File: config.mk
export PLATFORM = sky130hd
export DESIGN_NAME = branch_resolver
export DESIGN_NICKNAME = d
export VERILOG_FILES = /design/src/rtl/bru_pkg.sv /design/src/rtl/pred_queue.sv /design/src/rtl/branch_resolver.sv
export SDC_FILE = /design/constraint.sdc
export NUM_CORES = 1
export LEC_CHECK = 0
export CAP_MARGIN = 20
export CORE_MARGIN = 10
export CORE_UTILIZATION = 26
export CTS_BUF_LIST = sky130_fd_sc_hd__clkbuf_4 sky130_fd_sc_hd__clkbuf_8
export CTS_CLUSTER_DIAMETER = 120
export DETAILED_ROUTE_END_ITERATION = 16
export GPL_TIMING_DRIVEN = 0
export RECOVER_POWER = 100
export SKIP_LAST_GASP = 1
export SYNTH_ARGS = -nofsm -noshare
export SYNTH_HDL_FRONTEND = slang
export SYNTH_SLANG_ARGS = --single-unit
File: constraint.sdc
create_clock -name clk -period 6.8 [get_ports clk]
set_input_delay 1.7 -clock clk [delete_from_list [all_inputs] [get_ports clk]]
set_output_delay 1.7 -clock clk [all_outputs]
set_load 0.005 [all_outputs]
File: src/rtl/bru_pkg.sv
// Shared types and MIPS decode constants for the branch resolver slice.
package bru_pkg;

    typedef struct packed {
        logic [31:0] pc;
        logic [31:0] pred_pc;
    } pred_entry_t;

    typedef enum logic {
        RUN     = 1'b0,
        RECOVER = 1'b1
    } bru_state_t;

    localparam logic [5:0] OP_SPECIAL = 6'h00;
    localparam logic [5:0] OP_REGIMM  = 6'h01;
    localparam logic [5:0] OP_J       = 6'h02;
    localparam logic [5:0] OP_JAL     = 6'h03;
    localparam logic [5:0] OP_BEQ     = 6'h04;
    localparam logic [5:0] OP_BNE     = 6'h05;
    localparam logic [5:0] OP_BLEZ    = 6'h06;
    localparam logic [5:0] OP_BGTZ    = 6'h07;
    localparam logic [5:0] FN_JR      = 6'h08;
    localparam logic [5:0] FN_JALR    = 6'h09;
    localparam logic [4:0] RT_BLTZ    = 5'h00;
    localparam logic [4:0] RT_BGEZ    = 5'h01;

    function automatic logic [31:0] branch_target(input logic [31:0] pc4, input logic [15:0] imm);
        return pc4 + {{14{imm[15]}}, imm, 2'b00};
    endfunction

endpackage

File: src/rtl/pred_queue.sv
// In-order FIFO of outstanding predictions; flush resets both pointers.
module pred_queue
    import bru_pkg::*;
#(
    parameter int unsigned DEPTH = 4
) (
    input  logic        clk,
    input  logic        reset,
    input  logic        push,
    input  logic        pop,
    input  logic        flush,
    input  pred_entry_t push_data,
    output pred_entry_t head,
    output logic        full,
    output logic        empty
);

    localparam int unsigned AW = $clog2(DEPTH);

    pred_entry_t r_mem [DEPTH];
    logic [AW:0] r_wr_ptr;
    logic [AW:0] r_rd_ptr;
    logic        w_do_pop;
    logic        w_do_push;

    assign empty     = (r_wr_ptr == r_rd_ptr);
    assign full      = (r_wr_ptr[AW] != r_rd_ptr[AW]) && (r_wr_ptr[AW-1:0] == r_rd_ptr[AW-1:0]);
    assign head      = r_mem[r_rd_ptr[AW-1:0]];
    assign w_do_pop  = pop && !empty;
    // A pop frees the slot in the same cycle, so a full queue still accepts a push.
    assign w_do_push = push && (!full || w_do_pop);

    always_ff @(posedge clk or posedge reset) begin
        if (reset) begin
            r_wr_ptr <= '0;
            r_rd_ptr <= '0;
        end else if (flush) begin
            r_wr_ptr <= '0;
            r_rd_ptr <= '0;
        end else begin
            if (w_do_push) r_wr_ptr <= r_wr_ptr + 1'b1;
            if (w_do_pop)  r_rd_ptr <= r_rd_ptr + 1'b1;
        end
    end

    always_ff @(posedge clk) begin
        if (!flush && w_do_push) r_mem[r_wr_ptr[AW-1:0]] <= push_data;
    end

endmodule

File: src/rtl/branch_resolver.sv
// Resolves queued next-PC predictions, emits predictor training and redirect.
// Optional statistics counters are enabled with BRU_STATS_EN.
module branch_resolver
    import bru_pkg::*;
#(
`ifdef BRU_STATS_EN
    parameter int unsigned CNT_W = 32,
`endif
    parameter int unsigned DEPTH = 4
) (
    input  logic             clk,
    input  logic             reset,
    input  logic             en,
    input  logic             push_valid,
    input  logic [31:0]      push_pc,
    input  logic [31:0]      push_pred_pc,
    output logic             full,
    input  logic             res_valid,
    input  logic [31:0]      res_pc,
    input  logic [31:0]      res_instr,
    input  logic [31:0]      res_rs,
    input  logic [31:0]      res_rt,
    output logic             miss,
    output logic [31:0]      last_pc,
    output logic [31:0]      last_instr,
    output logic             redirect,
    output logic [31:0]      redirect_pc,
`ifdef BRU_STATS_EN
    output logic [CNT_W-1:0] stat_branches,
    output logic [CNT_W-1:0] stat_misses,
    output logic [CNT_W-1:0] stat_redirects,
`endif
    output logic             order_err
);

    bru_state_t  r_state;
    bru_state_t  w_state_next;
    pred_entry_t w_head;
    pred_entry_t w_push_data;
    logic        w_full;
    logic        w_empty;
    logic [5:0]  w_opcode;
    logic [31:0] w_pc4;
    logic [31:0] w_next;
    logic        w_cond;
    logic        w_taken;
    logic        w_run;
    logic        w_resolve_ok;
    logic        w_bad_res;
    logic        w_mismatch;
    logic        w_pred_taken;
    logic        w_miss_d;
    logic        r_miss;
    logic [31:0] r_last_pc;
    logic [31:0] r_last_instr;
    logic [31:0] r_redirect_pc;
    logic        r_order_err;

    assign w_opcode     = res_instr[31:26];
    assign w_pc4        = res_pc + 32'd4;
    assign w_run        = en && (r_state == RUN);
    assign w_resolve_ok = w_run && res_valid && !w_empty && (res_pc == w_head.pc);
    assign w_bad_res    = w_run && res_valid && (w_empty || (res_pc != w_head.pc));
    assign w_mismatch   = w_resolve_ok && (w_next != w_head.pred_pc);
    assign w_pred_taken = (w_head.pred_pc != w_pc4);
    assign w_miss_d     = w_resolve_ok && w_cond && (w_taken != w_pred_taken);
    assign w_push_data  = '{pc: push_pc, pred_pc: push_pred_pc};

    always_comb begin
        w_cond  = 1'b0;
        w_taken = 1'b0;
        w_next  = w_pc4;
        case (w_opcode)
            OP_BEQ:  begin w_cond = 1'b1; w_taken = (res_rs == res_rt); end
            OP_BNE:  begin w_cond = 1'b1; w_taken = (res_rs != res_rt); end
            OP_BLEZ: begin w_cond = 1'b1; w_taken = ($signed(res_rs) <= 0); end
            OP_BGTZ: begin w_cond = 1'b1; w_taken = ($signed(res_rs) > 0); end
            OP_REGIMM: begin
                if (res_instr[20:16] == RT_BLTZ) begin
                    w_cond  = 1'b1;
                    w_taken = res_rs[31];
                end else if (res_instr[20:16] == RT_BGEZ) begin
                    w_cond  = 1'b1;
                    w_taken = !res_rs[31];
                end
            end
            OP_J, OP_JAL: w_next = {w_pc4[31:28], res_instr[25:0], 2'b00};
            OP_SPECIAL: begin
                if (res_instr[5:0] == FN_JR || res_instr[5:0] == FN_JALR) w_next = res_rs;
            end
            default: ;
        endcase
        if (w_cond && w_taken) w_next = branch_target(w_pc4, res_instr[15:0]);
    end

    // Pushes younger than a mispredict are dropped together with the flush.
    pred_queue #(.DEPTH(DEPTH)) u_queue (
        .clk       (clk),
        .reset     (reset),
        .push      (w_run && push_valid && !w_mismatch),
        .pop       (w_resolve_ok),
        .flush     (w_mismatch),
        .push_data (w_push_data),
        .head      (w_head),
        .full      (w_full),
        .empty     (w_empty)
    );

    always_ff @(posedge clk or posedge reset) begin
        if (reset)   r_state <= RUN;
        else if (en) r_state <= w_state_next;
    end

    always_comb begin
        w_state_next = r_state;
        unique case (r_state)
            RUN:     if (w_mismatch) w_state_next = RECOVER;
            RECOVER: w_state_next = RUN;
            default: w_state_next = RUN;
        endcase
    end

    always_comb begin
        redirect = (r_state == RECOVER);
    end

    always_ff @(posedge clk or posedge reset) begin
        if (reset) begin
            r_miss        <= 1'b0;
            r_last_pc     <= '0;
            r_last_instr  <= '0;
            r_redirect_pc <= '0;
            r_order_err   <= 1'b0;
        end else if (en) begin
            r_miss       <= w_miss_d;
            r_last_instr <= w_resolve_ok ? res_instr : '0;
            if (w_resolve_ok) r_last_pc     <= res_pc;
            if (w_mismatch)   r_redirect_pc <= w_next;
            if (w_bad_res)    r_order_err   <= 1'b1;
        end
    end

    assign full        = w_full;
    assign miss        = r_miss;
    assign last_pc     = r_last_pc;
    assign last_instr  = r_last_instr;
    assign redirect_pc = r_redirect_pc;
    assign order_err   = r_order_err;

`ifdef BRU_STATS_EN
    logic [CNT_W-1:0] r_stat_branches;
    logic [CNT_W-1:0] r_stat_misses;
    logic [CNT_W-1:0] r_stat_redirects;

    always_ff @(posedge clk or posedge reset) begin
        if (reset) begin
            r_stat_branches  <= '0;
            r_stat_misses    <= '0;
            r_stat_redirects <= '0;
        end else begin
            if (w_resolve_ok && w_cond && r_stat_branches != '1)
                r_stat_branches <= r_stat_branches + 1'b1;
            if (w_miss_d && r_stat_misses != '1)
                r_stat_misses <= r_stat_misses + 1'b1;
            if (w_mismatch && r_stat_redirects != '1)
                r_stat_redirects <= r_stat_redirects + 1'b1;
        end
    end

    assign stat_branches  = r_stat_branches;
    assign stat_misses    = r_stat_misses;
    assign stat_redirects = r_stat_redirects;
`endif

endmodule
==> impl_metrics.toml <==
[clocking]
clock_latency_ps = 680
cts-root-buf = "clkbuf_8"
clk_pin_slew_ps = 60
htreeDepth = 2
postCtsHoldBufs = 0
cts_buffers = 61
clkSinkCount = 361
tritoncts = "built"
clockBufferDepth = 3

[power]
sw_frac_of_total_pct = 28.2
combinationalPowerShare_pct = 19.2
p_int_mw = 4.13
clockPowerShare_pct = 35.8
ir_drop_uv = 160
p_total_mw = 5.75
pwr_density_cell_nw_per_um2 = 225
p_leak_nw = 9.54
seq_power_share_pct = 45.0
power.switching_mw = 1.62

[critical_path]
path_depth = 21
ff2ff_path_depth = 14
critical_path_required_ps = 7170
end_kind = "register"
critPathBufInv = 5
cp_cell_sequence = "clkbuf_4 > ha_2 > nand4_1 > buf_4 > nor4_1 > xor2_2 > ha_1 > nand4_1 > or2_2 > nand3b_1 > a21oi_1 > nand3_1 > o211ai_1 > nand2_2 > a2111o_1 > nor4_4 > a41oi_4 > buf_8 > and3b_4 > buf_4 > clkbuf_16"
worstPathArrival_ps = 7120
critical_path_class = "input pin to register"
cp_slowest_cell = "nor4_1"
startpoint_type = "input pin"
crit_family = "simple AND/OR/NAND/NOR gates"
critical_path.max_fanout = 13
cpPeakStageDelay_ps = 550

[sta]
postLayoutSetupSlackWorst_ps = 44.6
relSlewSlack_pct = -117
hold_viol = 0
fin_crit_sh_pct = 99.3
worstMarginPinSlew_ps = 3260
hold_ws_ps = 475
setup_viol = 0
timing.fmax_mhz = 148
period_minus_slack_ps = 6760
finClkSkew_ps = 30.1
drv_slew = 108

[placed_design]
place_hpwl_mm = 61.0
place_area_um2 = 23500
gp_congestion = 0.939
io_buffers = 288
pre_cts_slack_ps = -2690

[synth]
ys_types = 79
syn_inst = 1481
async_flop_share_pct = 29.1
synthFlopType = "edfxtp_1"
avgSynthCellArea_um2 = 13.0
synth_fp_nets = 1714
synth-seq-cells = 361
synth_warnings = 0
synth_seq_area_share_pct = 53.7
synth_edf_count = 256
synth.cell_area_um2 = 19200

[job]
maxCapViolCount = 2

[floorplan]
die_x_um = 292
fp.dieArea_um2 = 85200
die_h_um = 292
io_pins = 297
rows = 99
start_util_pct = 26.3
coreArea_um2 = 73100

[hold_path]
hold_path_depth = 1
hold_path_class = "register to register"

[cells_and_area]
layout_common_cells = "edfxtp_1 (256), dlygate4sd3_1 (165), xnor2_1 (113)"
fillCellCount = 7120
fin_util_pct = 35.0
nets = 2098
syn_to_final_growth_pct = 33.1
final_common_cell = "edfxtp_1"
finalInstanceArea_um2 = 25600
drive_gt1_share_pct = 20.0

[routing]
via_per_inst = 5.29
dr.pass1.iters = 5
drt_iter0_markers = 1535
drc = 0
antenna_left = 0
routedWlPerCell_um = 27.4
vias = 15200
wirelength_mm = 79.0

[global_routing]
grt_overflow_total = 0
grt_pass1_wl_mm = 111
grtUsageMet3_pct = 4.61
grt_usage_pct = 17.8
grt_max_degree = 61
use_met1_pct = 22.8
antenna_found_initial = 37
top_usage_layer = "met2"
use_met2_pct = 29.6
grt_pass1_vias = 15200

[run_status]
violations = "capacitance limit, slew limit"
status = "finished with violations"
sequential cells by signal, indices dropped and copies added (netlist names):
register and count:
miss 1, u_queue.r_wr_ptr 3, u_queue.r_mem 256, redirect_pc 32
u_queue.r_rd_ptr 3, last_instr 32, redirect 1, order_err 1
last_pc 32
cells by family (layout without fill, tap and decap cells):
group           after synthesis  after routing  share of synthesized area (%)
compound gates              303            303                           11.0
xor+xnor                    171            171                           8.16
fa+ha+maj                    36             36                           2.38
buf+inv                     105            540                           2.32
flops                       361            361                           53.7
mux                         136            136                           12.2
other cells                   0              3                              0
simple gates                369            371                           10.3
Yosys cell counts (13+ instances only):
cell type	number	area, µm²
o21ai_0	58	290
buf_2	16	80.1
mux2_2	27	304
ha_1	35	438
nand2_1	88	330
xnor2_1	125	1090
nand4_1	51	319
nand3_1	39	195
nor4_1	30	188
nand2b_1	19	119
edfxtp_1	256	7690
a22o_1	52	455
xor2_1	41	359
a21o_1	14	105
o211ai_1	13	97.6
mux4_2	64	1440
dfrtp_1	105	2630
clkbuf_1	39	146
inv_1	37	139
nor3_1	16	80.1
mux2i_1	15	150
a21oi_1	64	320
mux2_4	30	450
nor2_1	58	218
power by group through the flow:
stage / logic [mW] / clock network, mW / registers [mW]
detailed placement: 1.02 / 0 / 2.63
floorplan: 0.552 / 0 / 2.62
CTS: 1.08 / 2.12 / 2.59
global placement: 0.971 / 0 / 2.63
global route: 1.18 / 2.22 / 2.60
finish: 1.11 / 2.06 / 2.59
what timing repair did:
| action | 4_1_cts | 5_1_grt |
|---|---|---|
| cloned | 4 | 1 |
| pin swaps | 7 | 6 |
| gates resized for setup | 70 | 61 |
| setup buffers | 16 | 10 |
| setup endpoints to repair | 295 | 286 |
metal layers:
layer	share of wire, %	vias to the layer above	wire, µm
met3	9.1	154	7170
met1	41	7659	32700
li1	-	6562	-
met2	47	838	37100
met4	2.5	14	1940
met5	0.089	-	70
worst register-to-register path, stage by stage (launching register included):
cell and delay (ps):
dfrtp_1 350, clkbuf_1 230, buf_2 400, buf_2 450, clkbuf_1 770, mux4_2 650
xnor2_1 370, nand2_1 80, or4_1 460, clkbuf_1 430, a21oi_1 870, nand2_1 280
nor2_4 210, buf_16 180, buf_12 200
final cells by class:
type | count | area, µm² | area share, %
multi-input cells | 1017 | 9010 | 35.2
well taps | 959 | 1200 | 4.69
diodes | 3 | 7.51 | 0.0293
flip-flops and latches | 361 | 10300 | 40.3
plain buffers | 62 | 303 | 1.18
clock inverters | 24 | 199 | 0.777
repair buffers | 324 | 3310 | 12.9
clock buffers | 92 | 1100 | 4.29
inverters | 38 | 144 | 0.562
worst paths after layout:
check,start,slack [ps],endpoint
min,order_err,480,order_err
max reg2reg,u_queue.r_rd_ptr[0],550,u_queue.r_mem[3][32]
min reg2reg,order_err,480,order_err
max,res_pc[3],40,u_queue.r_mem[1][33]
max in group asynchronous,reset,750,last_pc[22]
min in group asynchronous,reset,2040,last_instr[15]
per-stage QoR:
stage	instances	setup TNS [ps]
after floorplan	1481	0
after global placement	2728	-900270
after detailed placement	2735	-683280
after CTS	2869	0
after global routing	2879	-26670
final	2880	0
(Power assumes the default switching activity.)
